## config.mk

```make
export PLATFORM = sky130hd
export DESIGN_NAME = ro_puf_pair_counter_flat
export DESIGN_NICKNAME = d
export VERILOG_FILES = /design/src/rtl/ro_puf_pair_counter_if.sv /design/src/rtl/ro_puf_pair_counter.sv /design/src/flat_wrapper.sv
export SDC_FILE = /design/constraint.sdc
export NUM_CORES = 1
export LEC_CHECK = 0
export CAP_MARGIN = 5
export CELL_PAD_IN_SITES_DETAIL_PLACEMENT = 1
export CELL_PAD_IN_SITES_GLOBAL_PLACEMENT = 1
export CORE_MARGIN = 4
export CORE_UTILIZATION = 43
export CTS_CLUSTER_DIAMETER = 200
export DETAILED_ROUTE_END_ITERATION = 8
export GPL_ROUTABILITY_DRIVEN = 0
export PLACE_DENSITY = 0.88
export SETUP_SLACK_MARGIN = 0.02
export SYNTH_ARGS = -nofsm -noshare
export SYNTH_HDL_FRONTEND = slang
export SYNTH_SLANG_ARGS = --single-unit
```

## constraint.sdc

```tcl
create_clock -name clk -period 2.7 [get_ports clk]
set_input_delay 0.405 -clock clk [delete_from_list [all_inputs] [get_ports clk]]
set_output_delay 0.405 -clock clk [all_outputs]
set_load 0.1 [all_outputs]
```

## src/rtl/ro_puf_pair_counter_if.sv

```systemverilog
// Request/result bundle between the challenge/response controller and the RO pair counter.
// The controller owns the master side; the measurement core owns the slave side.
interface ro_puf_pair_counter_if #(
    parameter int N_RO  = 8,
    parameter int SEL_W = $clog2(N_RO),
    parameter int CNT_W = 16
);
    logic             start;
    logic [SEL_W-1:0] chal_a;
    logic [SEL_W-1:0] chal_b;
    logic             busy;
    logic             done;
    logic             response;
    logic             tie;
    logic             err;
    logic [CNT_W-1:0] count_a;
    logic [CNT_W-1:0] count_b;

    modport master (
        output start, chal_a, chal_b,
        input  busy, done, response, tie, err, count_a, count_b
    );

    modport slave (
        input  start, chal_a, chal_b,
        output busy, done, response, tie, err, count_a, count_b
    );
endinterface

```

## src/rtl/ro_puf_pair_counter.sv

```systemverilog
// Ring-oscillator PUF pair measurement: enables one challenge pair, lets it settle, counts
// synchronised rising edges of both oscillators over a fixed window and compares the counts.
module ro_puf_pair_counter #(
    parameter int N_RO       = 8,
    parameter int SEL_W      = $clog2(N_RO),
    parameter int CNT_W      = 16,
    parameter int SETTLE_CYC = 16,
    parameter int WINDOW     = 1024
) (
    input  logic                 clk,
    input  logic                 rst,
    input  logic [N_RO-1:0]      ro_in,
    output logic [N_RO-1:0]      ro_enable,
    ro_puf_pair_counter_if.slave bus
);
    typedef enum logic [2:0] {
        S_IDLE,
        S_SETTLE,
        S_COUNT,
        S_COMPARE,
        S_DONE
    } state_t;

    localparam int               TMR_MAX     = (SETTLE_CYC > WINDOW) ? SETTLE_CYC : WINDOW;
    localparam int               TMR_W       = $clog2(TMR_MAX + 1);
    localparam logic [TMR_W-1:0] SETTLE_LOAD = TMR_W'(SETTLE_CYC - 1);
    localparam logic [TMR_W-1:0] WINDOW_LOAD = TMR_W'(WINDOW - 1);
    localparam logic [SEL_W:0]   N_RO_LIM    = (SEL_W + 1)'(N_RO);
    localparam logic [CNT_W-1:0] CNT_MAX     = '1;

    state_t           r_state_reg;
    state_t           w_state_next;
    logic [TMR_W-1:0] r_timer_reg;
    logic [TMR_W-1:0] w_timer_next;
    logic [SEL_W-1:0] r_sel_a_reg;
    logic [SEL_W-1:0] r_sel_b_reg;
    logic [SEL_W-1:0] w_sel_a_next;
    logic [SEL_W-1:0] w_sel_b_next;
    logic             w_chal_bad;
    logic             w_bad_start;
    logic [N_RO-1:0]  w_rise;
    logic [N_RO-1:0]  w_pair_mask;
    logic [N_RO-1:0]  r_ro_enable_reg;
    logic [N_RO-1:0]  w_ro_enable_next;
    logic [CNT_W-1:0] w_cnt [2];
    logic [SEL_W-1:0] w_sel [2];

    logic             r_response_reg;
    logic             r_tie_reg;
    logic             r_err_reg;
    logic [CNT_W-1:0] r_count_a_reg;
    logic [CNT_W-1:0] r_count_b_reg;

    // Two flops resynchronise each oscillator, the third holds last sample for edge detection.
    for (genvar gi = 0; gi < N_RO; gi++) begin : g_sync
        logic [2:0] r_sync_reg;

        always_ff @(posedge clk) begin
            if (rst) begin
                r_sync_reg <= '0;
            end else begin
                r_sync_reg <= {r_sync_reg[1:0], ro_in[gi]};
            end
        end

        assign w_rise[gi]      = r_sync_reg[1] & ~r_sync_reg[2];
        assign w_pair_mask[gi] = (w_sel_a_next == SEL_W'(gi)) || (w_sel_b_next == SEL_W'(gi));
    end

    assign w_sel[0] = r_sel_a_reg;
    assign w_sel[1] = r_sel_b_reg;

    // Channel 0 counts oscillator a, channel 1 counts oscillator b.
    for (genvar gi = 0; gi < 2; gi++) begin : g_chan
        logic [CNT_W-1:0] r_cnt_reg;
        logic             w_hit;

        assign w_hit = w_rise[w_sel[gi]];

        always_ff @(posedge clk) begin
            if (rst || r_state_reg == S_SETTLE) begin
                r_cnt_reg <= '0;
            end else if (r_state_reg == S_COUNT && w_hit && r_cnt_reg != CNT_MAX) begin
                r_cnt_reg <= r_cnt_reg + CNT_W'(1);
            end
        end

        assign w_cnt[gi] = r_cnt_reg;
    end

    assign w_chal_bad = (bus.chal_a == bus.chal_b)
                     || ({1'b0, bus.chal_a} >= N_RO_LIM)
                     || ({1'b0, bus.chal_b} >= N_RO_LIM);

    always_comb begin
        w_state_next = r_state_reg;
        w_timer_next = r_timer_reg;
        w_sel_a_next = r_sel_a_reg;
        w_sel_b_next = r_sel_b_reg;
        w_bad_start  = 1'b0;
        case (r_state_reg)
            S_IDLE: begin
                if (bus.start) begin
                    w_sel_a_next = bus.chal_a;
                    w_sel_b_next = bus.chal_b;
                    if (w_chal_bad) begin
                        w_state_next = S_DONE;
                        w_bad_start  = 1'b1;
                    end else begin
                        w_state_next = S_SETTLE;
                        w_timer_next = SETTLE_LOAD;
                    end
                end
            end
            S_SETTLE: begin
                if (r_timer_reg == '0) begin
                    w_state_next = S_COUNT;
                    w_timer_next = WINDOW_LOAD;
                end else begin
                    w_timer_next = r_timer_reg - TMR_W'(1);
                end
            end
            S_COUNT: begin
                if (r_timer_reg == '0) begin
                    w_state_next = S_COMPARE;
                end else begin
                    w_timer_next = r_timer_reg - TMR_W'(1);
                end
            end
            S_COMPARE: w_state_next = S_DONE;
            S_DONE:    w_state_next = S_IDLE;
            default:   w_state_next = S_IDLE;
        endcase
    end

    // Enables are registered so the oscillators see a glitch-free gate.
    always_comb begin
        w_ro_enable_next = '0;
        if (w_state_next == S_SETTLE || w_state_next == S_COUNT) begin
            w_ro_enable_next = w_pair_mask;
        end
    end

    always_ff @(posedge clk) begin
        if (rst) begin
            r_state_reg     <= S_IDLE;
            r_timer_reg     <= '0;
            r_sel_a_reg     <= '0;
            r_sel_b_reg     <= '0;
            r_ro_enable_reg <= '0;
        end else begin
            r_state_reg     <= w_state_next;
            r_timer_reg     <= w_timer_next;
            r_sel_a_reg     <= w_sel_a_next;
            r_sel_b_reg     <= w_sel_b_next;
            r_ro_enable_reg <= w_ro_enable_next;
        end
    end

    always_ff @(posedge clk) begin
        if (rst) begin
            r_response_reg <= 1'b0;
            r_tie_reg      <= 1'b0;
            r_err_reg      <= 1'b0;
            r_count_a_reg  <= '0;
            r_count_b_reg  <= '0;
        end else if (r_state_reg == S_COMPARE) begin
            r_response_reg <= (w_cnt[0] > w_cnt[1]);
            r_tie_reg      <= (w_cnt[0] == w_cnt[1]);
            r_err_reg      <= 1'b0;
            r_count_a_reg  <= w_cnt[0];
            r_count_b_reg  <= w_cnt[1];
        end else if (w_bad_start) begin
            r_response_reg <= 1'b0;
            r_tie_reg      <= 1'b0;
            r_err_reg      <= 1'b1;
            r_count_a_reg  <= '0;
            r_count_b_reg  <= '0;
        end
    end

    assign ro_enable    = r_ro_enable_reg;
    assign bus.busy     = (r_state_reg == S_SETTLE) || (r_state_reg == S_COUNT)
                       || (r_state_reg == S_COMPARE);
    assign bus.done     = (r_state_reg == S_DONE);
    assign bus.response = r_response_reg;
    assign bus.tie      = r_tie_reg;
    assign bus.err      = r_err_reg;
    assign bus.count_a  = r_count_a_reg;
    assign bus.count_b  = r_count_b_reg;
endmodule

```

## src/flat_wrapper.sv

```systemverilog
// flat-port wrapper written by rule: the top's interface ports become plain ports
module ro_puf_pair_counter_flat 
#(
    parameter int N_RO       = 8,
    parameter int SEL_W      = $clog2(N_RO),
    parameter int CNT_W      = 16,
    parameter int SETTLE_CYC = 16,
    parameter int WINDOW     = 1024
)
  (clk, rst, ro_in, ro_enable, bus_start, bus_chal_a, bus_chal_b, bus_busy, bus_done, bus_response, bus_tie, bus_err, bus_count_a, bus_count_b);
  ro_puf_pair_counter_if #(.N_RO(N_RO), .SEL_W(SEL_W), .CNT_W(CNT_W)) bus_i ();
  input  logic clk;
  input  logic rst;
  input  logic [N_RO-1:0] ro_in;
  output logic [N_RO-1:0] ro_enable;
  input wire logic [$bits(bus_i.start)-1:0] bus_start;
  input wire logic [$bits(bus_i.chal_a)-1:0] bus_chal_a;
  input wire logic [$bits(bus_i.chal_b)-1:0] bus_chal_b;
  output wire logic [$bits(bus_i.busy)-1:0] bus_busy;
  output wire logic [$bits(bus_i.done)-1:0] bus_done;
  output wire logic [$bits(bus_i.response)-1:0] bus_response;
  output wire logic [$bits(bus_i.tie)-1:0] bus_tie;
  output wire logic [$bits(bus_i.err)-1:0] bus_err;
  output wire logic [$bits(bus_i.count_a)-1:0] bus_count_a;
  output wire logic [$bits(bus_i.count_b)-1:0] bus_count_b;
  assign bus_i.start = bus_start;
  assign bus_i.chal_a = bus_chal_a;
  assign bus_i.chal_b = bus_chal_b;
  assign bus_busy = bus_i.busy;
  assign bus_done = bus_i.done;
  assign bus_response = bus_i.response;
  assign bus_tie = bus_i.tie;
  assign bus_err = bus_i.err;
  assign bus_count_a = bus_i.count_a;
  assign bus_count_b = bus_i.count_b;
  ro_puf_pair_counter #(.N_RO(N_RO), .SEL_W(SEL_W), .CNT_W(CNT_W), .SETTLE_CYC(SETTLE_CYC), .WINDOW(WINDOW)) u_core (.clk(clk), .rst(rst), .ro_in(ro_in), .ro_enable(ro_enable), .bus(bus_i));
endmodule
```

== Yosys cells after proc, flatten, opt, wreduce, memory -nomap -nowiden ==
Index checks and enable logic that the tools add are counted.

* Reductions and logical operators: 25
* Multiplexer cells: 27
* Equality and inequality tests: 27
* Add/subtract/negate cells: 3
* Bitwise logic cells: 17
* $lt $le $gt $ge: 3

{| class="wikitable"
|+ Operator list
! kind !! count
|-
| two-way mux 16 bit || 3
|-
| two-way mux 11 bit || 4
|-
| case mux 11 bit (3 select lines) || 1
|-
| adder 16 x 1 -> 16 bit, second input constant || 2
|-
| != test 16 bit, second input constant || 2
|-
| == test 3 bit, second input constant || 9
|-
| two-way mux 3 bit || 8
|-
| == test 3 x 2 -> 1 bit, second input constant || 7
|-
| == test 16 bit || 1
|-
| > comparator 16 bit || 1
|-
| == test 3 x 1 -> 1 bit, second input constant || 4
|-
| logical OR 1 bit || 12
|-
| case mux 3 bit (4 select lines) || 1
|-
| zero test 11 bit || 1
|-
| subtractor 11 x 1 -> 11 bit, second input constant || 1
|-
| zero test 3 bit || 3
|-
| NOT 1 bit || 9
|-
| bitwise AND 1 bit || 8
|-
| < comparator 3 x 4 -> 1 bit, second input constant || 2
|-
| two-way mux 1 bit || 8
|-
| binary-select mux 1 bit (select 3 bit) || 2
|-
| != test 2 bit, second input constant || 3
|-
| logical AND 1 bit || 4
|-
| AND reduction 4 bit || 1
|-
| other kinds (4) || 5
|}

* Bits of input ports: 17
* Output and inout port bits: 45
* Word-level logic and storage cells: 122
* Flip-flop bits (word level): 119

== Depth between registers and ports, before layout ==
* Depth in word-level cells: 8
* Mapped depth: 8
* Gate-level depth less buffers: 7

== Worst setup path before layout ==
Ideal clock, no wire load.

* Kind: register -> output
* From: reg u_core.r_state_reg[1]
* To: out bus_busy
* Arrival: 1783 ps
* Setup slack: 512 ps
* Data required time: 2295 ps
* Path buffers: 1
* Stages on the path, launching flop included: 4
* Cell sequence: dfxtp_1 -> buf_2 -> nor2_1 -> nor2_1

* Word-level cells in the longest chain between the ends: 3
* Elaborated cells between the ends (all ways): 5
* Classes of those cells: 3 x eq/ne; 2 x reduce/logical

{| class="wikitable"
|+ Ends and longest elaborated chain
! what !! RTL line !! RTL
|-
| from (decl) || ro_puf_pair_counter.sv:31 || <nowiki>state_t r_state_reg;</nowiki>
|-
| from (signal assigned) || ro_puf_pair_counter.sv:152 || <nowiki>r_state_reg <= w_state_next;</nowiki>
|-
| == test 3 x 1 -> 1 bit / == test 3 x 2 -> 1 bit (equally long branches) || ro_puf_pair_counter.sv:183 || <nowiki>assign bus.busy = (r_state_reg == S_SETTLE) || (r_state_reg == S_COUNT)</nowiki>
|-
| logical OR 1 bit || ro_puf_pair_counter.sv:183 ||
|-
| logical OR 1 bit * || ro_puf_pair_counter.sv:184 || <nowiki>|| (r_state_reg == S_COMPARE);</nowiki>
|-
| to (decl) || flat_wrapper.sv:19 || <nowiki>output wire logic [$bits(bus_i.busy)-1:0] bus_busy;</nowiki>
|}

Mark *: on every way between the ends. The rest lies on a longest branch, timed or not.

== Worst setup path after layout ==
* From: reg u_core.r_state_reg[1]
* To: reg u_core.g_chan[0].r_cnt_reg[15]

* Word-level cells in the longest chain between the ends: 3
* Elaborated cells between the ends (all ways): 5
* Classes of those cells: 2 x eq/ne; 3 x reduce/logical

{| class="wikitable"
|+ Ends and longest elaborated chain
! what !! RTL line !! RTL
|-
| == test 3 x 2 -> 1 bit || ro_puf_pair_counter.sv:83 || <nowiki>end else if (r_state_reg == S_COUNT && w_hit && r_cnt_reg != CNT_MAX) begin</nowiki>
|-
| logical AND 1 bit (2 in a row) || ro_puf_pair_counter.sv:83 ||
|-
| to (signal assigned) || ro_puf_pair_counter.sv:84 || <nowiki>r_cnt_reg <= r_cnt_reg + CNT_W'(1);</nowiki>
|-
| to (decl) || ro_puf_pair_counter.sv:75 || <nowiki>logic [CNT_W-1:0] r_cnt_reg;</nowiki>
|}

Several ways; a longest one is shown, not always the timed one.
A chain may end at the register's enable or synchronous reset.

==> results.md <==
* Post-synthesis async set-or-reset flop share at 0
* Cell area after synthesis at 5550 sq um
* Wire per inst at 19.0 um
* Max Freq at 0.417 GHz
* Largest net degree at the start of global routing at 39
* Seq/Total Area, Yosys at 0.429
* Fin cells at 866
* Share of cells above drive strength 1 at 0.160
* HPWL Detailed at 11500 um
* Initial Util at 0.440
* Vias in the first global route at 5386
* Setup TNS at 0 ns
* Pre-CTS setup slack at 0.104 ns
* Chip height at 122 um
* Antenna violations before repair at 0
* Root Driver: clkbuf_16
* Core area at 12600 sq um
* Port Buffer Count at 61
* Clock transition at path regs at 0.06 ns
* Maximum vdd ir drop at 0.438 mV
* Avg Cell Area, Syn at 8.81 sq um
* Worst-Margin Slew at 1.03 ns
* Critical Path End: u_core.g_chan[0].r_cnt_reg[15]
* CP required at 3.04 ns
* Post-synth EDFFs at 0
* Crit path DAT at 2.74 ns
* Path depth of the worst reg2reg path at 5
* RR Endpoint: u_core.g_chan[0].r_cnt_reg[15]
* All-layer global routing usage at 0.230
* Max-Slew Margin vs Limit at 0.314
* Total Power at 4.70 mW
* Grt ovf at 0
* Leak Pwr at 2.53 nW
* Most common cell after layout, fill and taps aside: dfxtp_1
* Die area at 14800 sq um
* Area of the multi-input gates at 2930 sq um
* FF+latch count, synth at 119
* CTS tree: done
* Final Hold Fails at 0
* Diodes inserted at 0
* Status: complete, no violations
* Clock sinks at 119
* FF-to-FF setup slack at 0.30 ns
* Unrepaired setup endpoints after global routing: no
* Number of CTS-inserted buffers at 17
* Post-route antenna net violation count at 0
* Primary FF master, synth: dfxtp_1
* Final WL at 16400 um
* Slew Limit Fails at 0
* Commonest cells after routing, fill and taps aside: 119 x dfxtp_1, 73 x nor2_1, 52 x buf_4
* Distinct cells, synth at 67
* Clock buffer depth at 2
* Crit. End Element: flip-flop
* Vias per std cell at 5.89
* Die width at 122 um
* Mapped Cells at 630
* Crit-path max FO at 27
* Skew final at 0.00954 ns
* Final Cycle Share at 0.887
* 1st-pass router iterations at 5
* Cell row count at 41
* First-pass GRT wire length at 27200 um
* Cell count after placement at 835
* # Max-Cap Violations at 0
* Vias at 5102
* H-tree levels at 4
* Setup crit start: u_core.r_state_reg[1]
* # IOs at 62
* Min-delay worst type: input port to flip-flop
* Setup violators final at 0
* Clock latency on the worst-skew pair at 0.42 ns
* Critical register-to-register path startpoint: u_core.r_state_reg[1]
* Final nets at 718
* Syn_nets at 666
* DR DRC count at 0
* Area Overhead vs Synth at 21.4%
* Fillers at 1494
* Iteration-0 DRC Markers at 387
* Post-layout min period at 2.40 ns
* FF+latch area at 2380 sq um
* Crit Path Class: flip-flop to flip-flop
* Total setup buffers inserted after CTS at 0
* Core Util, Final at 0.534
* Worst Setup Start Kind: flip-flop
* Power density cells at 698 nW/um^2
* Synth warnings at 0
* Largest register FFs at 32
* Final WS setup at 0.304 ns
## repair_timing
item / in CTS / in global routing
setup endpoints to repair: 0 / 1
gates resized for setup: 0 / 1
hold buffers: 0 / 0
## kinds of logic after synthesis
family	count (synthesis)	synth area share
and+or+nand+nor	261	0.253
AOI/OAI and AO/OA	150	0.185
DFF	119	0.429
buffers and inverters	61	0.0460
adders and majority gates	19	0.0428
muxes	16	0.0381
xor gates and xnor gates	4	0.00631
## power breakdown
part / total (mW) / internal (mW) / switching [mW] / leakage, nW
sequential: 1.90 / 1.82 / 0.0732 / 0.966
combinational: 0.715 / 0.238 / 0.477 / 1.30
clock: 2.09 / 1.28 / 0.817 / 0.261
total: 4.70 / 3.34 / 1.37 / 2.53
## per-layer routing
layer,GRT usage,wire length [um]
met4,0.0749,256
met5,0,0
met3,0.0548,742
met1,0.283,7060
met2,0.397,8360
## layout make-up
class                           count  share of cell area
Clock buffer                       19              0.0658
Clock inverter                     12              0.0158
Inverter                           25              0.0139
Multi-Input combinational cell    450               0.435
Sequential cell                   119               0.354
Tap cell                          172              0.0319
Timing Repair Buffer               69              0.0840
## synthesized netlist by cell type, drive strengths merged, types with 8 or more instances
master / n / area (sq um)
a21oi: 40 / 200
a22oi: 38 / 295
nor2: 74 / 280
clkbuf: 21 / 78.8
inv: 25 / 93.8
buf: 15 / 82.6
nand2: 40 / 153
dfxtp: 119 / 2380
mux2i: 11 / 110
and2: 8 / 50.1
o21ai: 19 / 95.1
nor4: 8 / 56.3
nand4: 22 / 144
or4: 10 / 80.1
o31ai: 10 / 75.1
nor2b: 34 / 213
or3: 10 / 63.8
nand3: 21 / 105
ha: 19 / 238
## metrics by stage
step	area [sq um]	hold WS, ns
after floorplan	5550	0.414
after global placement	6180	0.418
after detailed placement	6180	0.438
after CTS	6730	0.309
after global routing	6740	0.327
final	6740	0.315
## worst min-delay path by stage
stage                                               from                             end  slack [ns]  depth (start not counted)
after floorplan           u_core.g_sync[0].r_sync_reg[0]  u_core.g_sync[0].r_sync_reg[1]        0.41                          1
after global placement    u_core.g_sync[3].r_sync_reg[0]  u_core.g_sync[3].r_sync_reg[1]        0.42                          1
after detailed placement  u_core.g_sync[1].r_sync_reg[0]  u_core.g_sync[1].r_sync_reg[1]        0.44                          1
after CTS                                            rst  u_core.g_sync[7].r_sync_reg[2]        0.31                          2
after global routing                                 rst  u_core.g_sync[7].r_sync_reg[2]        0.33                          2
final                                                rst  u_core.g_sync[7].r_sync_reg[2]        0.31                          2
## critical path: stages, from the launching register on
cell     delay, ns
dfxtp_1       0.55
or3b_1        0.52
nor2_2        0.19
a22oi_2       0.29
or4_1         0.61
a21oi_1       0.16
No activity file was read; power rests on OpenSTA's default activity.
